## src/rtl/ps2_rx_fifo.sv

```systemverilog
// ps2_rx_fifo: PS/2 keyboard receiver feeding a first-word-fall-through
// scan-code FIFO. Synchronises and deglitches the PS/2 lines, deserialises
// 11-bit frames, checks start/odd parity/stop, aborts stalled frames on a
// watchdog and reports errors as pulses plus sticky status.
// Optional feature macro: PS2_BREAK_TAG_EN (swallow 0xF0 and tag the next
// good byte with bit 8 set).
module ps2_rx_fifo #(
    parameter int FIFO_DEPTH     = 16,
    parameter int SYNC_STAGES    = 2,
    parameter int FILTER_LEN     = 4,
    parameter int TIMEOUT_CYCLES = 100000,
`ifdef PS2_BREAK_TAG_EN
    localparam int DW = 9,
`else
    localparam int DW = 8,
`endif
    localparam int AW = $clog2(FIFO_DEPTH)
) (
    input  logic          clk,
    input  logic          rst,
    input  logic          kbd_clk,
    input  logic          kbd_data,
    input  logic          rd_en,
    input  logic          clr_err,
    output logic [DW-1:0] rd_data,
    output logic          empty,
    output logic          full,
    output logic [AW:0]   count,
    output logic [3:0]    err_pulse,
    output logic [3:0]    err_status
);
    localparam int FW = $clog2(FILTER_LEN + 1);
    localparam int WW = $clog2(TIMEOUT_CYCLES + 1);

    localparam logic [1:0] S_IDLE  = 2'd0;
    localparam logic [1:0] S_SHIFT = 2'd1;
    localparam logic [1:0] S_CHECK = 2'd2;

    logic [SYNC_STAGES-1:0] clk_sync, data_sync;
    logic                   sclk, sdata;
    logic                   fclk, fall;
    logic [FW-1:0]          filt_cnt;
    logic [1:0]             state;
    logic [3:0]             bit_cnt;
    logic [9:0]             sr;
    logic [WW-1:0]          wd;
    logic                   timeout, frame_err, par_err, good;
    logic                   push, pop, wr_ok, ovf;
    logic [DW-1:0]          wdata;
    logic [DW-1:0]          mem [FIFO_DEPTH];
    logic [AW-1:0]          wr_ptr, rd_ptr;
    logic [DW-1:0]          rd_hold;

    assign sclk  = clk_sync[SYNC_STAGES-1];
    assign sdata = data_sync[SYNC_STAGES-1];

    // Metastability synchronisers; idle PS/2 lines are high.
    always_ff @(posedge clk or posedge rst) begin
        if (rst) begin
            clk_sync  <= '1;
            data_sync <= '1;
        end else begin
            clk_sync  <= {clk_sync[SYNC_STAGES-2:0], kbd_clk};
            data_sync <= {data_sync[SYNC_STAGES-2:0], kbd_data};
        end
    end

    // Glitch filter: fclk follows sclk only after FILTER_LEN consecutive
    // differing samples; a 1->0 transition produces a one-cycle fall.
    always_ff @(posedge clk or posedge rst) begin
        if (rst) begin
            fclk     <= 1'b1;
            filt_cnt <= '0;
            fall     <= 1'b0;
        end else begin
            fall <= 1'b0;
            if (sclk == fclk) begin
                filt_cnt <= '0;
            end else if (filt_cnt == FW'(FILTER_LEN - 1)) begin
                fclk     <= sclk;
                filt_cnt <= '0;
                fall     <= ~sclk;
            end else begin
                filt_cnt <= filt_cnt + 1'b1;
            end
        end
    end

    assign timeout = (state == S_SHIFT) && !fall && (wd == WW'(TIMEOUT_CYCLES - 1));

    // Frame FSM, shift register (LSB first: 8 data, parity, stop) and watchdog.
    always_ff @(posedge clk or posedge rst) begin
        if (rst) begin
            state   <= S_IDLE;
            bit_cnt <= '0;
            sr      <= '0;
            wd      <= '0;
        end else begin
            if (fall || state != S_SHIFT || timeout) wd <= '0;
            else                                     wd <= wd + 1'b1;
            case (state)
                S_IDLE: begin
                    if (fall && !sdata) begin
                        state   <= S_SHIFT;
                        bit_cnt <= '0;
                    end
                end
                S_SHIFT: begin
                    if (timeout) begin
                        state <= S_IDLE;
                    end else if (fall) begin
                        sr      <= {sdata, sr[9:1]};
                        bit_cnt <= bit_cnt + 1'b1;
                        if (bit_cnt == 4'd9) state <= S_CHECK;
                    end
                end
                S_CHECK: state <= S_IDLE;
                default: state <= S_IDLE;
            endcase
        end
    end

    // Stop-bit error takes precedence over parity error.
    assign frame_err = (state == S_CHECK) && !sr[9];
    assign par_err   = (state == S_CHECK) &&  sr[9] && !(^sr[8:0]);
    assign good      = (state == S_CHECK) &&  sr[9] &&  (^sr[8:0]);

`ifdef PS2_BREAK_TAG_EN
    logic brk;
    logic is_brk;
    assign is_brk = (sr[7:0] == 8'hF0) && !brk;
    assign push   = good && !is_brk;
    assign wdata  = {brk, sr[7:0]};

    // Break prefix flag: armed by a lone 0xF0, consumed by the next good byte.
    always_ff @(posedge clk or posedge rst) begin
        if (rst)                                brk <= 1'b0;
        else if (frame_err || par_err || timeout) brk <= 1'b0;
        else if (good)                          brk <= is_brk;
    end
`else
    assign push  = good;
    assign wdata = sr[7:0];
`endif

    assign empty = (count == '0);
    assign full  = (count == (AW+1)'(FIFO_DEPTH));
    assign pop   = rd_en && !empty;
    assign wr_ok = push && (!full || pop);
    assign ovf   = push && full && !pop;

    assign err_pulse = {timeout, ovf, frame_err, par_err};

    // Storage array; contents are only observed when occupied, so no reset.
    always_ff @(posedge clk) begin
        if (wr_ok) mem[wr_ptr] <= wdata;
    end

    // Pointers and occupancy.
    always_ff @(posedge clk or posedge rst) begin
        if (rst) begin
            wr_ptr <= '0;
            rd_ptr <= '0;
            count  <= '0;
        end else begin
            if (wr_ok) wr_ptr <= wr_ptr + 1'b1;
            if (pop)   rd_ptr <= rd_ptr + 1'b1;
            case ({wr_ok, pop})
                2'b10:   count <= count + 1'b1;
                2'b01:   count <= count - 1'b1;
                default: count <= count;
            endcase
        end
    end

    // Remembers the last presented head so rd_data holds once drained.
    always_ff @(posedge clk or posedge rst) begin
        if (rst)         rd_hold <= '0;
        else if (!empty) rd_hold <= mem[rd_ptr];
    end

    assign rd_data = empty ? rd_hold : mem[rd_ptr];

    // Sticky error status; a new pulse beats a simultaneous clear.
    always_ff @(posedge clk or posedge rst) begin
        if (rst) err_status <= '0;
        else     err_status <= (clr_err ? 4'b0000 : err_status) | err_pulse;
    end

endmodule

```

## config.mk

```make
export PLATFORM = sky130hd
export DESIGN_NAME = ps2_rx_fifo
export DESIGN_NICKNAME = d
export VERILOG_FILES = /design/src/rtl/ps2_rx_fifo.sv
export SDC_FILE = /design/constraint.sdc
export NUM_CORES = 1
export LEC_CHECK = 0
export CAP_MARGIN = 25
export CORE_ASPECT_RATIO = 0.8
export CORE_MARGIN = 3
export CORE_UTILIZATION = 41
export CTS_BUF_LIST = sky130_fd_sc_hd__clkbuf_2
export DETAILED_ROUTE_END_ITERATION = 10
export GPL_ROUTABILITY_DRIVEN = 0
export PLACE_DENSITY_LB_ADDON = 0.08
export SLEW_MARGIN = 20
export SYNTH_ARGS = -nofsm -noshare
export SYNTH_HDL_FRONTEND = slang
export SYNTH_SLANG_ARGS = --single-unit
export TNS_END_PERCENT = 10
```

## constraint.sdc

```tcl
create_clock -name clk -period 4.1 [get_ports clk]
set_clock_uncertainty 0.1 [all_clocks]
set_input_delay 0.82 -clock clk [delete_from_list [all_inputs] [get_ports clk]]
set_output_delay 0.82 -clock clk [all_outputs]
set_load 0.01 [all_outputs]
```

Yosys cells after proc, flatten, opt, wreduce, memory -nomap -nowiden
Memories as Yosys holds them, arrays and structs flattened.
Cells that the tools add are included.
Widths: inputs -> output; s select.
{"block": "totals", "ramBits": 128, "input_bits": 6, "word_cells": 90, "regBits": 67, "n_memories": 1, "output_inout_bits": 23}
{"block": "op_classes", "n_reduce_logical": 30, "n_mux": 19, "addsub": 7, "bitwise": 4, "n_eq_ne": 15}
{"memory": "mem", "words": 16, "word_bits": 8, "rd": 1, "rd_clocked_by_memory_dff": 0, "write_ports": 1, "line": "50", "text": "logic [DW-1:0] mem [FIFO_DEPTH];"}
{"operator": "$add 17x1->17 const B", "count": 1}
{"operator": "$eq 17x17->1 const B", "count": 1}
{"operator": "$mux 17", "count": 1}
{"operator": "$mux 4", "count": 4}
{"operator": "$add 4x1->4 const B", "count": 3}
{"operator": "$logic_and 1x1->1", "count": 11}
{"operator": "$pmux 5 s2", "count": 1}
{"operator": "$reduce_xor 9->1", "count": 1}
{"operator": "$mux 2", "count": 4}
{"operator": "$mux 8", "count": 1}
{"operator": "$pmux 4 s2", "count": 1}
{"operator": "$logic_not 1->1", "count": 7}
{"operator": "$mux 3", "count": 2}
{"operator": "$ne 2x2->1 const B", "count": 3}
{"operator": "$reduce_and 3->1", "count": 2}
{"operator": "$add 5x1->5 const B", "count": 1}
{"operator": "$eq 5x5->1 const B", "count": 1}
{"operator": "$logic_not 5->1", "count": 1}
{"operator": "$sub 5x1->5 const B", "count": 1}
{"operator": "$eq 2x1->1 const B", "count": 2}
{"operator": "$eq 2x2->1 const B", "count": 2}
{"operator": "$eq 4x4->1 const B", "count": 1}
{"operator": "$mux 1", "count": 4}
{"operator": "$or 4x4->4", "count": 1}
{"operator": "13 further kinds", "count": 18}

Depth between registers and ports, before layout
{"block": "logic_depth", "ltp_word": 7, "ltp_mapped": 11, "mapped_depth_nobuf": 11}

Worst setup path before layout
No wires, ideal clock.
{"block": "synth_timing", "path_type": "register to register", "start": "register sr[3]", "end": "register count[4]", "period_less_slack_ns": 3.153, "n_path_buf": 0, "arrival_time_ns": 2.959, "setup_time_ns": 0.094, "stages_incl_launch_ff": 12, "required_time_ns": 3.906, "setup_slack_ns": 0.947, "cell_sequence": "dfrtp_1 xor2_1 xnor3_2 mux2_4 nor2_1 inv_1 fa_1 inv_1 a21o_1 a21oi_1 o31a_2 a221oi_2"}
{"block": "synth_between", "elab_chain_cells": 5, "word_cells_on_any_way": 7, "cone_classes": "eq/ne (2); mux (1); reduce/logical (4)"}
{"item": "start: declaration", "line": "45", "text": "logic [9:0] sr;"}
{"item": "start signal: assignment", "line": "112", "text": "sr <= {sdata, sr[9:1]};"}
{"item": "$reduce_xor 9->1 (*)", "line": "126", "text": "assign good = (state == S_CHECK) && sr[9] && (^sr[8:0]);"}
{"item": "$logic_and 1x1->1 (*)", "line": "126"}
{"item": "$logic_and 1x1->1 (*)", "line": "149", "text": "assign wr_ok = push && (!full || pop);"}
{"item": "$eq 2x1->1 / $eq 2x2->1 (equally long branches)", "line": "168", "text": "case ({wr_ok, pop})"}
{"item": "$pmux 5 s2 / $reduce_bool 2->1 (equally long branches)"}
{"item": "end signal: assignment", "line": "169", "text": "2'b10: count <= count + 1'b1;"}
{"item": "end signal: assignment", "line": "170", "text": "2'b01: count <= count - 1'b1;"}
{"item": "end signal: assignment", "line": "171", "text": "default: count <= count;"}
{"item": "end: declaration", "line": "28", "text": "output logic [AW:0] count,"}
Mark *: on every way between the ends. The rest lies on a longest branch, timed or not.
A chain may end at the register's enable or synchronous reset.

Final worst setup path
{"block": "layout_timing", "start": "register sr[7]", "end": "output err_pulse[2]"}
{"block": "layout_between", "elab_chain_cells": 4}
{"item": "$reduce_xor 9->1", "line": "126"}
{"item": "$logic_and 1x1->1", "line": "126"}
{"item": "$logic_and 1x1->1 (2 in series)", "line": "150", "text": "assign ovf = push && full && !pop;"}
{"item": "end: declaration", "line": "29", "text": "output logic [3:0] err_pulse,"}
Every way passes these cells.

==> out/results.ini <==
[setup_path]
path_max_fanout = 19
cp-endpoint = err_pulse[2]
crit_start = sr[7]
criticalPathCategory = flip-flop to output port
reg2reg_to = count[4]
r2r_start = sr[7]
crit_path_start_kind = flip-flop
cp-end-kind = output port
reg2regPathDepth = 11
cp.required_ns = 3.18
r2r_slack_ns = 0.68
crit_arrival_ns = 2.92

[sta]
setup_viol_count_final = 0
worst_pin_slew_ns = 0.814
period_needed_ns = 3.84
finalCritPeriodShare_pct = 93.7
max_freq_mhz = 260
rsz0062_at_grt = yes
holdWs_ns = 0.275
maxSlewViolCount = 0
max_slew_margin_pct = 44.7
hold_violations = 0
worst_slack_ns = 0.258

[clock_tree]
numClockSinks = 195
clockBufferDepth = 2
cts.root.buffer_cell = clkbuf_2
cts_max_level = 4
clkSlewWorstSetupHoldPaths_ns = 0.26
cts_tree = yes
clock_latency_ns = 0.72
cts_buffers = 17

[detailed_routing]
drc = 0
wl_per_cell_microns = 19.9
via_count = 4224
met3_length_microns = 972
met2_length_microns = 7430
met1_length_microns = 7850
drt-total-wl_microns = 16300
drt_iter0_drc = 328
firstDrtPassIters = 4
via_per_inst = 5.15
ant_nets = 0
top_layer = met4

[logic_synthesis]
ys_warn_count = 0
ys_seq_area_share_pct = 68.2
synthCells = 498
ys_types = 50
ys_ff_latch = 195
synth-edff-count = 128
synthFlopType = edfxtp_1
synth_area_per_cell_sq_um = 16.3
synthesis.area_sq_um = 8110
ys_async_sr_fraction_pct = 34.4
syn_nets = 517

[placement]
hpwl_microns = 11000
place_ws_ns = 0.441
portBuffers = 28
placed_cells = 784

[global_route]
grt_antenna_before_repair = 0
first_global_vias = 4430
grt_pass1_wl_microns = 26300
track_usage_pct = 16.5
grt-ovfl-total = 0
grt_max_degree = 27

[pwr]
powerDensity_nw_per_um2 = 500
leakagePower_nw = 3.42
total_power_w = 0.00455
irDropWorstVdd_v = 0.000246

[outcome]
outcome = complete, no violations

[die]
rows = 45
die-area_sq_um = 21500
ios = 29
die_y_microns = 132
core_sq_um = 19200
start_util_pct = 42.2
die_w_microns = 163

[finish]
fillers = 1667
layout-drive-gt1-share_pct = 23.3
instances_no_fill = 820
fin_nets = 568
num_antenna_cells = 0
area_delta_synth_final_pct = 12.3

[job]
cap_violations = 0

[hold_path]
min_from = data_sync[0]
hold_class = flip-flop to flip-flop

[cell usage after synthesis (6+ instances only)]
library cell | number | area, sq um
dfrtp_1 | 62 | 1550
nand4_1 | 6 | 37.5
and2_1 | 9 | 56.3
xor2_1 | 12 | 105
xnor2_1 | 18 | 158
a21o_1 | 6 | 45.0
nor4_1 | 7 | 43.8
nor2b_1 | 7 | 43.8
inv_1 | 17 | 63.8
nand2_1 | 26 | 97.6
nand3_1 | 10 | 50.1
edfxtp_1 | 128 | 3840
ha_1 | 12 | 150
a22o_1 | 8 | 70.1
a221oi_1 | 8 | 70.1
nor2_1 | 38 | 143
clkbuf_1 | 6 | 22.5
mux4_2 | 32 | 721
o21ai_0 | 13 | 65.1
mux2_2 | 11 | 124
[state kept, by name, summed over array words and instances, names as in the netlist]
signal	flops
state	2
rd_ptr	4
fclk	1
wd	17
rd_hold	8
clk_sync	2
data_sync	2
filt_cnt	3
fall	1
count	5
sr	10
bit_cnt	4
wr_ptr	4
mem	128
err_status	4
[layout make-up]
class | count | area (sq um) | area share [%]
timing repair buffer | 53 | 482 | 5.29
clock inverter | 15 | 155 | 1.70
inverter | 17 | 63.8 | 0.701
clock buffer | 17 | 85.1 | 0.934
multi-input combinational | 265 | 2450 | 27.0
tap | 258 | 323 | 3.55
sequential | 195 | 5540 | 60.9
[layer usage]
metal  global-route usage (%)  vias up
met5                        0        -
li1                         -     1977
met3                     3.61        2
met1                     25.9     2148
met4                     3.10        0
met2                     23.9       97
[cell usage in the layout, fill, tap and decap left out, types with 7 or more instances in the layout]
| cell | synthesis | final |
|---|---|---|
| dfrtp_1 | 62 | 54 |
| edfxtp_1 | 128 | 128 |
| clkbuf_2 | 0 | 17 |
| nor2_1 | 38 | 37 |
| nor4_1 | 7 | 7 |
| xnor2_1 | 18 | 18 |
| inv_1 | 17 | 16 |
| nand2_1 | 26 | 26 |
| mux4_2 | 32 | 32 |
| ha_1 | 12 | 12 |
| clkdlybuf4s50_1 | 0 | 20 |
| o21ai_0 | 13 | 11 |
| and2_1 | 9 | 9 |
| buf_4 | 5 | 23 |
| nand3_1 | 10 | 10 |
| a22o_1 | 8 | 8 |
| xor2_1 | 12 | 12 |
| nor2b_1 | 7 | 7 |
| mux2_2 | 11 | 11 |
[logic make-up after synthesis]
kind of cell,after synthesis,synth area share [%]
AO/OA/AOI/OAI,44,3.97
XOR/XNOR,33,4.11
adder cells (fa/ha/maj),13,2.10
buffers and inverters,38,2.16
flip-flops,195,68.2
multiplexers,50,11.7
AND/OR/NAND/NOR,125,7.81
[metrics by stage]
| stage | TNS, ns | util, % | area [sq um] |
|---|---|---|---|
| CTS | -0.0900 | 47.2 | 9050 |
| detailed placement | 0 | 45.7 | 8770 |
| global placement | 0 | 45.7 | 8770 |
| finish | 0 | 47.4 | 9100 |
| floorplan | 0 | - | 8110 |
| global route | -0.0480 | 47.4 | 9100 |
[critical path, cell delays in order (launching register included)]
cell and delay [ns]:
dfrtp_2 0.58, xnor2_1 0.26, xnor3_2 0.45, mux2i_1 0.20
nor2_1 0.17, clkdlybuf4s50_1 0.56
[how the worst min path moves through the flow]
stage                               to  depth (start not counted)  slack (ns)
after floorplan            clk_sync[1]                          0        0.25
after global placement     clk_sync[1]                          0        0.25
after detailed placement   clk_sync[1]                          0        0.25
after CTS                 data_sync[0]                          1        0.27
after global routing      data_sync[0]                          1        0.21
final                     data_sync[1]                          0        0.27
[where the power goes]
part | switching [W] | internal [W]
clock | 0.000663 | 0.000288
sequential | 0.000117 | 0.00220
combinational | 0.000643 | 0.000637
total | 0.00142 | 0.00313
[what timing repair did]
action / CTS / global route
resized for setup: 12 / 16
pin swaps: 0 / 1
hold buffers: 0 / 0
setup buffers: 4 / 0
endpoints found under the setup margin: 10 / 8
No activity file was read; power rests on OpenSTA's default activity.
